**config.mk**
```make
export PLATFORM = sky130hd
export DESIGN_NAME = mfcc_frame_streamer_flat
export DESIGN_NICKNAME = d
export VERILOG_FILES = /design/src/rtl/mfcc_frame_streamer_if.sv /design/src/rtl/mfcc_frame_streamer.sv /design/src/flat_wrapper.sv
export SDC_FILE = /design/constraint.sdc
export NUM_CORES = 2
export LEC_CHECK = 0
export ABC_AREA = 1
export CORE_MARGIN = 2
export CORE_UTILIZATION = 25
export CTS_CLUSTER_DIAMETER = 50
export DETAILED_ROUTE_END_ITERATION = 10
export SLEW_MARGIN = 40
export SYNTH_ARGS = -nofsm -noshare
export SYNTH_HDL_FRONTEND = slang
export SYNTH_SLANG_ARGS = --single-unit
```
**constraint.sdc**
```tcl
create_clock -name clk -period 3.2 [get_ports clk]
set_clock_uncertainty 0.05 [all_clocks]
set_input_delay 0.48 -clock clk [delete_from_list [all_inputs] [get_ports clk]]
set_output_delay 0.48 -clock clk [all_outputs]
set_load 0.02 [all_outputs]
```
**src/rtl/mfcc_frame_streamer_if.sv**
```systemverilog
// Handshake/bus bundle between the MFCC frame streamer and its neighbours:
// upstream word feed from the feature extractor, downstream frame stream to the LSTM.
interface mfcc_frame_streamer_if #(
    parameter int unsigned D_WL = 24
) ();
    logic              mfcc_valid;
    logic [D_WL-1:0]   mfcc_data;
    logic              mfcc_ready;
    logic              w_x_en;
    logic              f_in_valid;
    logic [D_WL-1:0]   feature_in;

    // Streamer side
    modport master (
        input  mfcc_valid,
        input  mfcc_data,
        input  w_x_en,
        output mfcc_ready,
        output f_in_valid,
        output feature_in
    );

    // Environment side (feature extractor + LSTM)
    modport slave (
        output mfcc_valid,
        output mfcc_data,
        output w_x_en,
        input  mfcc_ready,
        input  f_in_valid,
        input  feature_in
    );
endinterface

```
**src/rtl/mfcc_frame_streamer.sv**
```systemverilog
// Circular frame buffer for MFCC words; streams one INPUT_SIZE-word frame to the
// LSTM per rising edge of w_x_en and tracks utterance progress.
module mfcc_frame_streamer #(
    parameter int unsigned INPUT_SIZE = 26,
    parameter int unsigned TIME_STEP  = 148,
    parameter int unsigned NUM_FRAMES = 4,
    parameter int unsigned D_WL       = 24
) (
    input  logic                   clk,
    input  logic                   rst_n,
    input  logic                   seq_restart,
    mfcc_frame_streamer_if.master  bus,
    output logic [7:0]             frame_idx,
    output logic                   seq_done,
    output logic                   err_underrun
);
    localparam int unsigned DEPTH = NUM_FRAMES * INPUT_SIZE;
    localparam int unsigned AW    = $clog2(DEPTH);
    localparam int unsigned SW    = $clog2(DEPTH + 1);
    localparam int unsigned FW    = $clog2(NUM_FRAMES + 1);
    localparam int unsigned KW    = $clog2(INPUT_SIZE);

    typedef enum logic [1:0] {IDLE, WAIT_DATA, STREAM, DONE} state_t;

    state_t            state_q, state_d;
    logic [AW-1:0]     wr_ptr_q, wr_ptr_d;
    logic [AW-1:0]     rd_ptr_q, rd_ptr_d;
    logic [KW-1:0]     wcnt_q, wcnt_d;
    logic [KW-1:0]     k_q, k_d;
    logic [SW-1:0]     stored_q, stored_d;
    logic [FW-1:0]     frames_q, frames_d;
    logic [7:0]        frame_idx_q, frame_idx_d;
    logic              seq_done_q, seq_done_d;
    logic              err_q, err_d;
    logic              f_in_valid_q, f_in_valid_d;
    logic [D_WL-1:0]   feature_in_q, feature_in_d;
    logic              w_x_en_q, w_x_en_d;
    logic [D_WL-1:0]   mem_q [DEPTH];

    logic              ready;
    logic              wr_en;
    logic              req;
    logic              wr_frame_done;
    logic              rd_frame_done;

    assign ready = (stored_q < SW'(DEPTH));
    // A restart discards any write presented in the same cycle
    assign wr_en = bus.mfcc_valid && ready && !seq_restart;
    assign req   = bus.w_x_en && !w_x_en_q;

    assign bus.mfcc_ready = ready;
    assign bus.f_in_valid = f_in_valid_q;
    assign bus.feature_in = feature_in_q;
    assign frame_idx      = frame_idx_q;
    assign seq_done       = seq_done_q;
    assign err_underrun   = err_q;

    // Word storage; contents need no reset because counts gate every read
    always_ff @(posedge clk) begin
        if (wr_en) begin
            mem_q[wr_ptr_q] <= bus.mfcc_data;
        end
    end

    // State and control registers
    always_ff @(posedge clk or negedge rst_n) begin
        if (!rst_n) begin
            state_q      <= IDLE;
            wr_ptr_q     <= '0;
            rd_ptr_q     <= '0;
            wcnt_q       <= '0;
            k_q          <= '0;
            stored_q     <= '0;
            frames_q     <= '0;
            frame_idx_q  <= '0;
            seq_done_q   <= 1'b0;
            err_q        <= 1'b0;
            f_in_valid_q <= 1'b0;
            feature_in_q <= '0;
            w_x_en_q     <= 1'b0;
        end else begin
            state_q      <= state_d;
            wr_ptr_q     <= wr_ptr_d;
            rd_ptr_q     <= rd_ptr_d;
            wcnt_q       <= wcnt_d;
            k_q          <= k_d;
            stored_q     <= stored_d;
            frames_q     <= frames_d;
            frame_idx_q  <= frame_idx_d;
            seq_done_q   <= seq_done_d;
            err_q        <= err_d;
            f_in_valid_q <= f_in_valid_d;
            feature_in_q <= feature_in_d;
            w_x_en_q     <= w_x_en_d;
        end
    end

    // Next-state: write bookkeeping, request FSM, frame streaming, restart override
    always_comb begin
        state_d       = state_q;
        wr_ptr_d      = wr_ptr_q;
        rd_ptr_d      = rd_ptr_q;
        wcnt_d        = wcnt_q;
        k_d           = k_q;
        stored_d      = stored_q;
        frames_d      = frames_q;
        frame_idx_d   = frame_idx_q;
        seq_done_d    = seq_done_q;
        err_d         = err_q;
        f_in_valid_d  = 1'b0;
        feature_in_d  = '0;
        w_x_en_d      = bus.w_x_en;
        wr_frame_done = 1'b0;
        rd_frame_done = 1'b0;

        if (wr_en) begin
            wr_ptr_d = (wr_ptr_q == AW'(DEPTH - 1)) ? '0 : wr_ptr_q + AW'(1);
            if (wcnt_q == KW'(INPUT_SIZE - 1)) begin
                wcnt_d        = '0;
                wr_frame_done = 1'b1;
            end else begin
                wcnt_d = wcnt_q + KW'(1);
            end
        end

        case (state_q)
            IDLE: begin
                if (req) begin
                    state_d = (frames_q != '0) ? STREAM : WAIT_DATA;
                end
            end
            WAIT_DATA: begin
                if (frames_q != '0) begin
                    state_d = STREAM;
                end else if (!bus.w_x_en) begin
                    err_d   = 1'b1;
                    state_d = IDLE;
                end
            end
            STREAM: begin
                f_in_valid_d = 1'b1;
                feature_in_d = mem_q[rd_ptr_q];
                rd_ptr_d     = (rd_ptr_q == AW'(DEPTH - 1)) ? '0 : rd_ptr_q + AW'(1);
                if (k_q == KW'(INPUT_SIZE - 1)) begin
                    k_d           = '0;
                    rd_frame_done = 1'b1;
                    frame_idx_d   = frame_idx_q + 8'd1;
                    if (frame_idx_q == 8'(TIME_STEP - 1)) begin
                        state_d    = DONE;
                        seq_done_d = 1'b1;
                    end else begin
                        state_d = IDLE;
                    end
                end else begin
                    k_d = k_q + KW'(1);
                end
            end
            DONE: begin
                seq_done_d = 1'b1;
            end
            default: begin
                state_d = IDLE;
            end
        endcase

        // A frame completed and a frame consumed in one cycle cancel out
        if (wr_frame_done && !rd_frame_done) begin
            frames_d = frames_q + FW'(1);
        end else if (rd_frame_done && !wr_frame_done) begin
            frames_d = frames_q - FW'(1);
        end
        stored_d = stored_q + SW'(wr_en) - (rd_frame_done ? SW'(INPUT_SIZE) : SW'(0));

        if (seq_restart) begin
            state_d      = IDLE;
            wr_ptr_d     = '0;
            rd_ptr_d     = '0;
            wcnt_d       = '0;
            k_d          = '0;
            stored_d     = '0;
            frames_d     = '0;
            frame_idx_d  = '0;
            seq_done_d   = 1'b0;
            err_d        = 1'b0;
            f_in_valid_d = 1'b0;
            feature_in_d = '0;
        end
    end
endmodule
```
**src/flat_wrapper.sv**
```systemverilog
// flat-port wrapper written by rule: the top's interface ports become plain ports
module mfcc_frame_streamer_flat 
#(
    parameter int unsigned INPUT_SIZE = 26,
    parameter int unsigned TIME_STEP  = 148,
    parameter int unsigned NUM_FRAMES = 4,
    parameter int unsigned D_WL       = 24
)
  (clk, rst_n, seq_restart, frame_idx, seq_done, err_underrun, bus_mfcc_valid, bus_mfcc_data, bus_w_x_en, bus_mfcc_ready, bus_f_in_valid, bus_feature_in);
  mfcc_frame_streamer_if #(.D_WL(D_WL)) bus_i ();
  input  logic clk;
  input  logic rst_n;
  input  logic seq_restart;
  output logic [7:0] frame_idx;
  output logic seq_done;
  output logic err_underrun;
  input wire logic [$bits(bus_i.mfcc_valid)-1:0] bus_mfcc_valid;
  input wire logic [$bits(bus_i.mfcc_data)-1:0] bus_mfcc_data;
  input wire logic [$bits(bus_i.w_x_en)-1:0] bus_w_x_en;
  output wire logic [$bits(bus_i.mfcc_ready)-1:0] bus_mfcc_ready;
  output wire logic [$bits(bus_i.f_in_valid)-1:0] bus_f_in_valid;
  output wire logic [$bits(bus_i.feature_in)-1:0] bus_feature_in;
  assign bus_i.mfcc_valid = bus_mfcc_valid;
  assign bus_i.mfcc_data = bus_mfcc_data;
  assign bus_i.w_x_en = bus_w_x_en;
  assign bus_mfcc_ready = bus_i.mfcc_ready;
  assign bus_f_in_valid = bus_i.f_in_valid;
  assign bus_feature_in = bus_i.feature_in;
  mfcc_frame_streamer #(.INPUT_SIZE(INPUT_SIZE), .TIME_STEP(TIME_STEP), .NUM_FRAMES(NUM_FRAMES), .D_WL(D_WL)) u_core (.clk(clk), .rst_n(rst_n), .seq_restart(seq_restart), .bus(bus_i), .frame_idx(frame_idx), .seq_done(seq_done), .err_underrun(err_underrun));
endmodule
```
==> impl_results.md <==
- Type of the worst min-delay path: in2reg
- Compound-cell area share of the yosys netlist: 1.393%
- XOR/XNOR share of the synthesized area: less than 1%
- Max Cap Viol: 0
- Share of the synthesized area in the top cell type: between 70% and 80%
- Post-layout min period: 3.086 ns
- Clock Sinks: 2568
- Hold Path Depth: 1
- Via density per instance: around 4.6
- Final Hold Viols: 0
- Total power: between 80000 and 90000 uW
- Top cells by area, synth: edfxtp_1 71%, nand2_1 11%, nand3_1 8.6%
- CTS tree: built
- Routability cong.: approximately 0.85
- Synth Warn #: 0
- # Post-CTS Setup Buffers: 0
- Post-DP HPWL: between 150 and 200 mm
- Syn Std Cell Area: about 0.11 sq mm
- Worst slack, placed: ~0.0033 ns
- CTS Buf Count: between 300 and 400
- Mapped Cells: between 9000 and 10000
- Synth Area per Inst: between 10 and 15 sq um
- Initial DRC count: roughly 8600
- Die width: between 600 and 700 microns
- CP peak stage delay: about 0.58 ns
- Die ar.: between 0.4 and 0.5 sq mm
- Outcome: completed
- Critical path's top delay family: simple AND/OR/NAND/NOR gates
- Critical path launch point type: flop
- Initial antenna violation count: 20
- Fin crit share: a little under 100%
- Post-route setup slack: between 0.1 and 0.15 ns
- Worst-margin pin slew: approximately 0.89 ns
- Die Y: ~650 microns
- Pins Over Slew Limit: 0
- Congestion Overflow GR: 0
- Setup CP Type: reg2reg
- Largest net degree at the start of global routing: 100
- Unrepaired setup endpoints after global routing: no
- Commonest non-fill, non-tap cell in the layout: nand2_1
- Slew HR: about two fifths
- Synth Net Count: just over 9000
- Flops & latches, synth: between 2000 and 3000
- Area leader, netlist: edfxtp_1
- Final ANT Viol Nets: 0
- Number of cells on the critical path: 13
- Area growth, synth to finish: 19.08%
- Critical Path End Type: flop
- DRC: 0
- Most frequent cells in the layout: 3004 x nand2_1, 2496 x edfxtp_1, 1817 x nand3_1
- Critical path arrival: 3.83 ns
- Gr usage total: between 10 and 15%
- Critical Path, Cell by Cell: clkinv_16 > buf_4 > buf_4 > nand2_1 > nand3_1 > nand3_1 > nand2_1 > nand2_1 > nand3_1 > nand3_1 > nand2_1 > nand2_1 > nor2_1
- Synth unique cells: 37
- Required @ worst endpoint: 3.94 ns
- DR vias: about 70000
- Drt first pass iters: 8
- Power Dens Cells: between 600 and 700 mW/mm^2
- Largest family of logic cells by synthesized area: simple AND/OR/NAND/NOR gates
- CTS root buffer: clkbuf_16
- Post-Route WL: between 300 and 400 mm
- Fin util: 29.89%
- Input/output buffers: 64
- Total Nets Final: between 9000 and 10000
- Mux cell area share after synthesis: 0%
- Core box area: about 0.42 sq mm
- Max Root-Sink Buffers: 4
- Layout cell share with drive strength beyond 1: about a tenth
- R2R depth: 13
- Slowest cell on crit path: dfrtp_4
- Global-route wire length before repair: 453.6 mm
- Synth Area in Adders: less than 1%
- Worst-path maximum fanout: 63
- LEAKAGE: 0.04486 uW
- Slack of the worst reg-to-reg path: around 0.11 ns
- Vias in the first global route: roughly 66000
- FP Rows: 238
- Starting density of the core: approximately 25%
- Peak supply drop: between 400 and 500 uV
- Post-DP Area: approximately 0.12 sq mm
- Max frequency: 0.3241 GHz
- Worst-Skew Late Latency: around 0.91 ns
- Wire per inst: just over 20 microns
- H-tree depth: 5
- Final setup fails: 0
- WP buf/inv: 3
- Most frequent CP cell: nand2_1
- Final Instance Area: about 0.13 sq mm
- Post-Synth Simple-Gate Area: 21.37%
- Register area share after synthesis: 72.83%
- Reg clk slew, reported paths: ~0.060 ns
- IO Pins: 65
[kinds of logic (layout without fill, tap and decap cells)]
logic type | after synthesis | in the layout
AND/OR/NAND/NOR | 5383 | 5383
AO/OA/AOI/OAI | 269 | 269
buffers and inverters | 879 | 1381
adder cells (fa/ha/maj) | 22 | 22
XOR/XNOR | 17 | 17
other | 0 | 7
flip-flops | 2568 | 2568
[registers in the layout (all words and copies together) (netlist names), 2 cells and up]
name,cells
u_core.k_q,5
u_core.state_q,2
u_core.frames_q,3
u_core.stored_q,7
u_core.rd_ptr_q,7
u_core.wr_ptr_q,7
u_core.bus.feature_in,24
u_core.wcnt_q,5
u_core.mem_q,2496
u_core.frame_idx,8
[final cells by class]
type / instances / area, sq um
inverters: 325 / 1266
flip-flops and latches: 2568 / 76770
clock inverters: 166 / 1513
well taps: 5520 / 6907
multi-input cells: 5691 / 24720
fillers: 42080 / 294400
diodes: 7 / 17.52
clock buffers: 374 / 7996
repair buffers: 516 / 6311
[worst reg2reg max path: cells and delay by family, from the launching register on]
| kind | cells | cell delay, ns |
|---|---|---|
| AND/OR/NAND/NOR | 10 | 1.39 |
| buffers and inverters | 3 | 0.98 |
| flip-flops | 1 | 0.58 |
[metal layers]
layer | GRT usage (%) | wire [microns] | part of all wire [%] | up-vias
met5 | 0 | 55 | 0.018 | -
met4 | 5.229 | 11500 | 3.7 | 8
met3 | 2.126 | 23700 | 7.6 | 498
met2 | 22.68 | 144900 | 47 | 2937
met1 | 19.17 | 131100 | 42 | 34350
li1 | - | - | - | 32200
[worst paths after layout]
check	start	endpoint
setup / recovery	u_core.rd_ptr_q[0]	u_core.bus.feature_in[19]
max in group asynchronous	rst_n	u_core.bus.feature_in[6]
setup reg to reg	u_core.rd_ptr_q[0]	u_core.bus.feature_in[19]
hold reg to reg	u_core.err_underrun	u_core.err_underrun
hold / removal	bus_mfcc_data[6]	u_core.mem_q[90][6]
min in group asynchronous	rst_n	u_core.frame_idx[5]
[synth_stat cells, drive strengths merged]
master and instances:
a21boi 1, a21o 1, a21oi 33, a31oi 1, and3 1, buf 415
clkbuf 139, clkinv 1, dfrtp 72, edfxtp 2496, fa 1, ha 21
inv 324, nand2 3004, nand3 1821, nand4 5, nor2 546, nor3 4
nor3b 1, nor4 1, o211ai 37, o21ai 181, o22ai 13, o31ai 1
o41ai 1, xnor2 3, xor2 14
[where the power goes]
part           internal (uW)  switching, uW  leakage, uW
Sequential             37000            197       0.0234
Combinational           4600          11000       0.0169
Clock                  19200          13800      0.00459
[through the flow]
| step | setup TNS, ns | hold WS, ns | cells |
|---|---|---|---|
| final | 0 | 0.02695 | 15170 |
| after global routing | 0 | 0.008785 | 15160 |
| after CTS | 0 | 0.004404 | 15160 |
| after detailed placement | 0 | 0.4689 | 14620 |
| after global placement | -0.006339 | 0.4662 | 14620 |
| after floorplan | -33.21 | 0.1344 | 9138 |
[repair_timing]
item,CTS,global route
pin swaps,0,0
setup endpoints to repair,1,2
hold buffers,2,0
resized for setup,1,5
hold endpoints to repair,55,0
No activity file was read; power rests on OpenSTA's default activity.
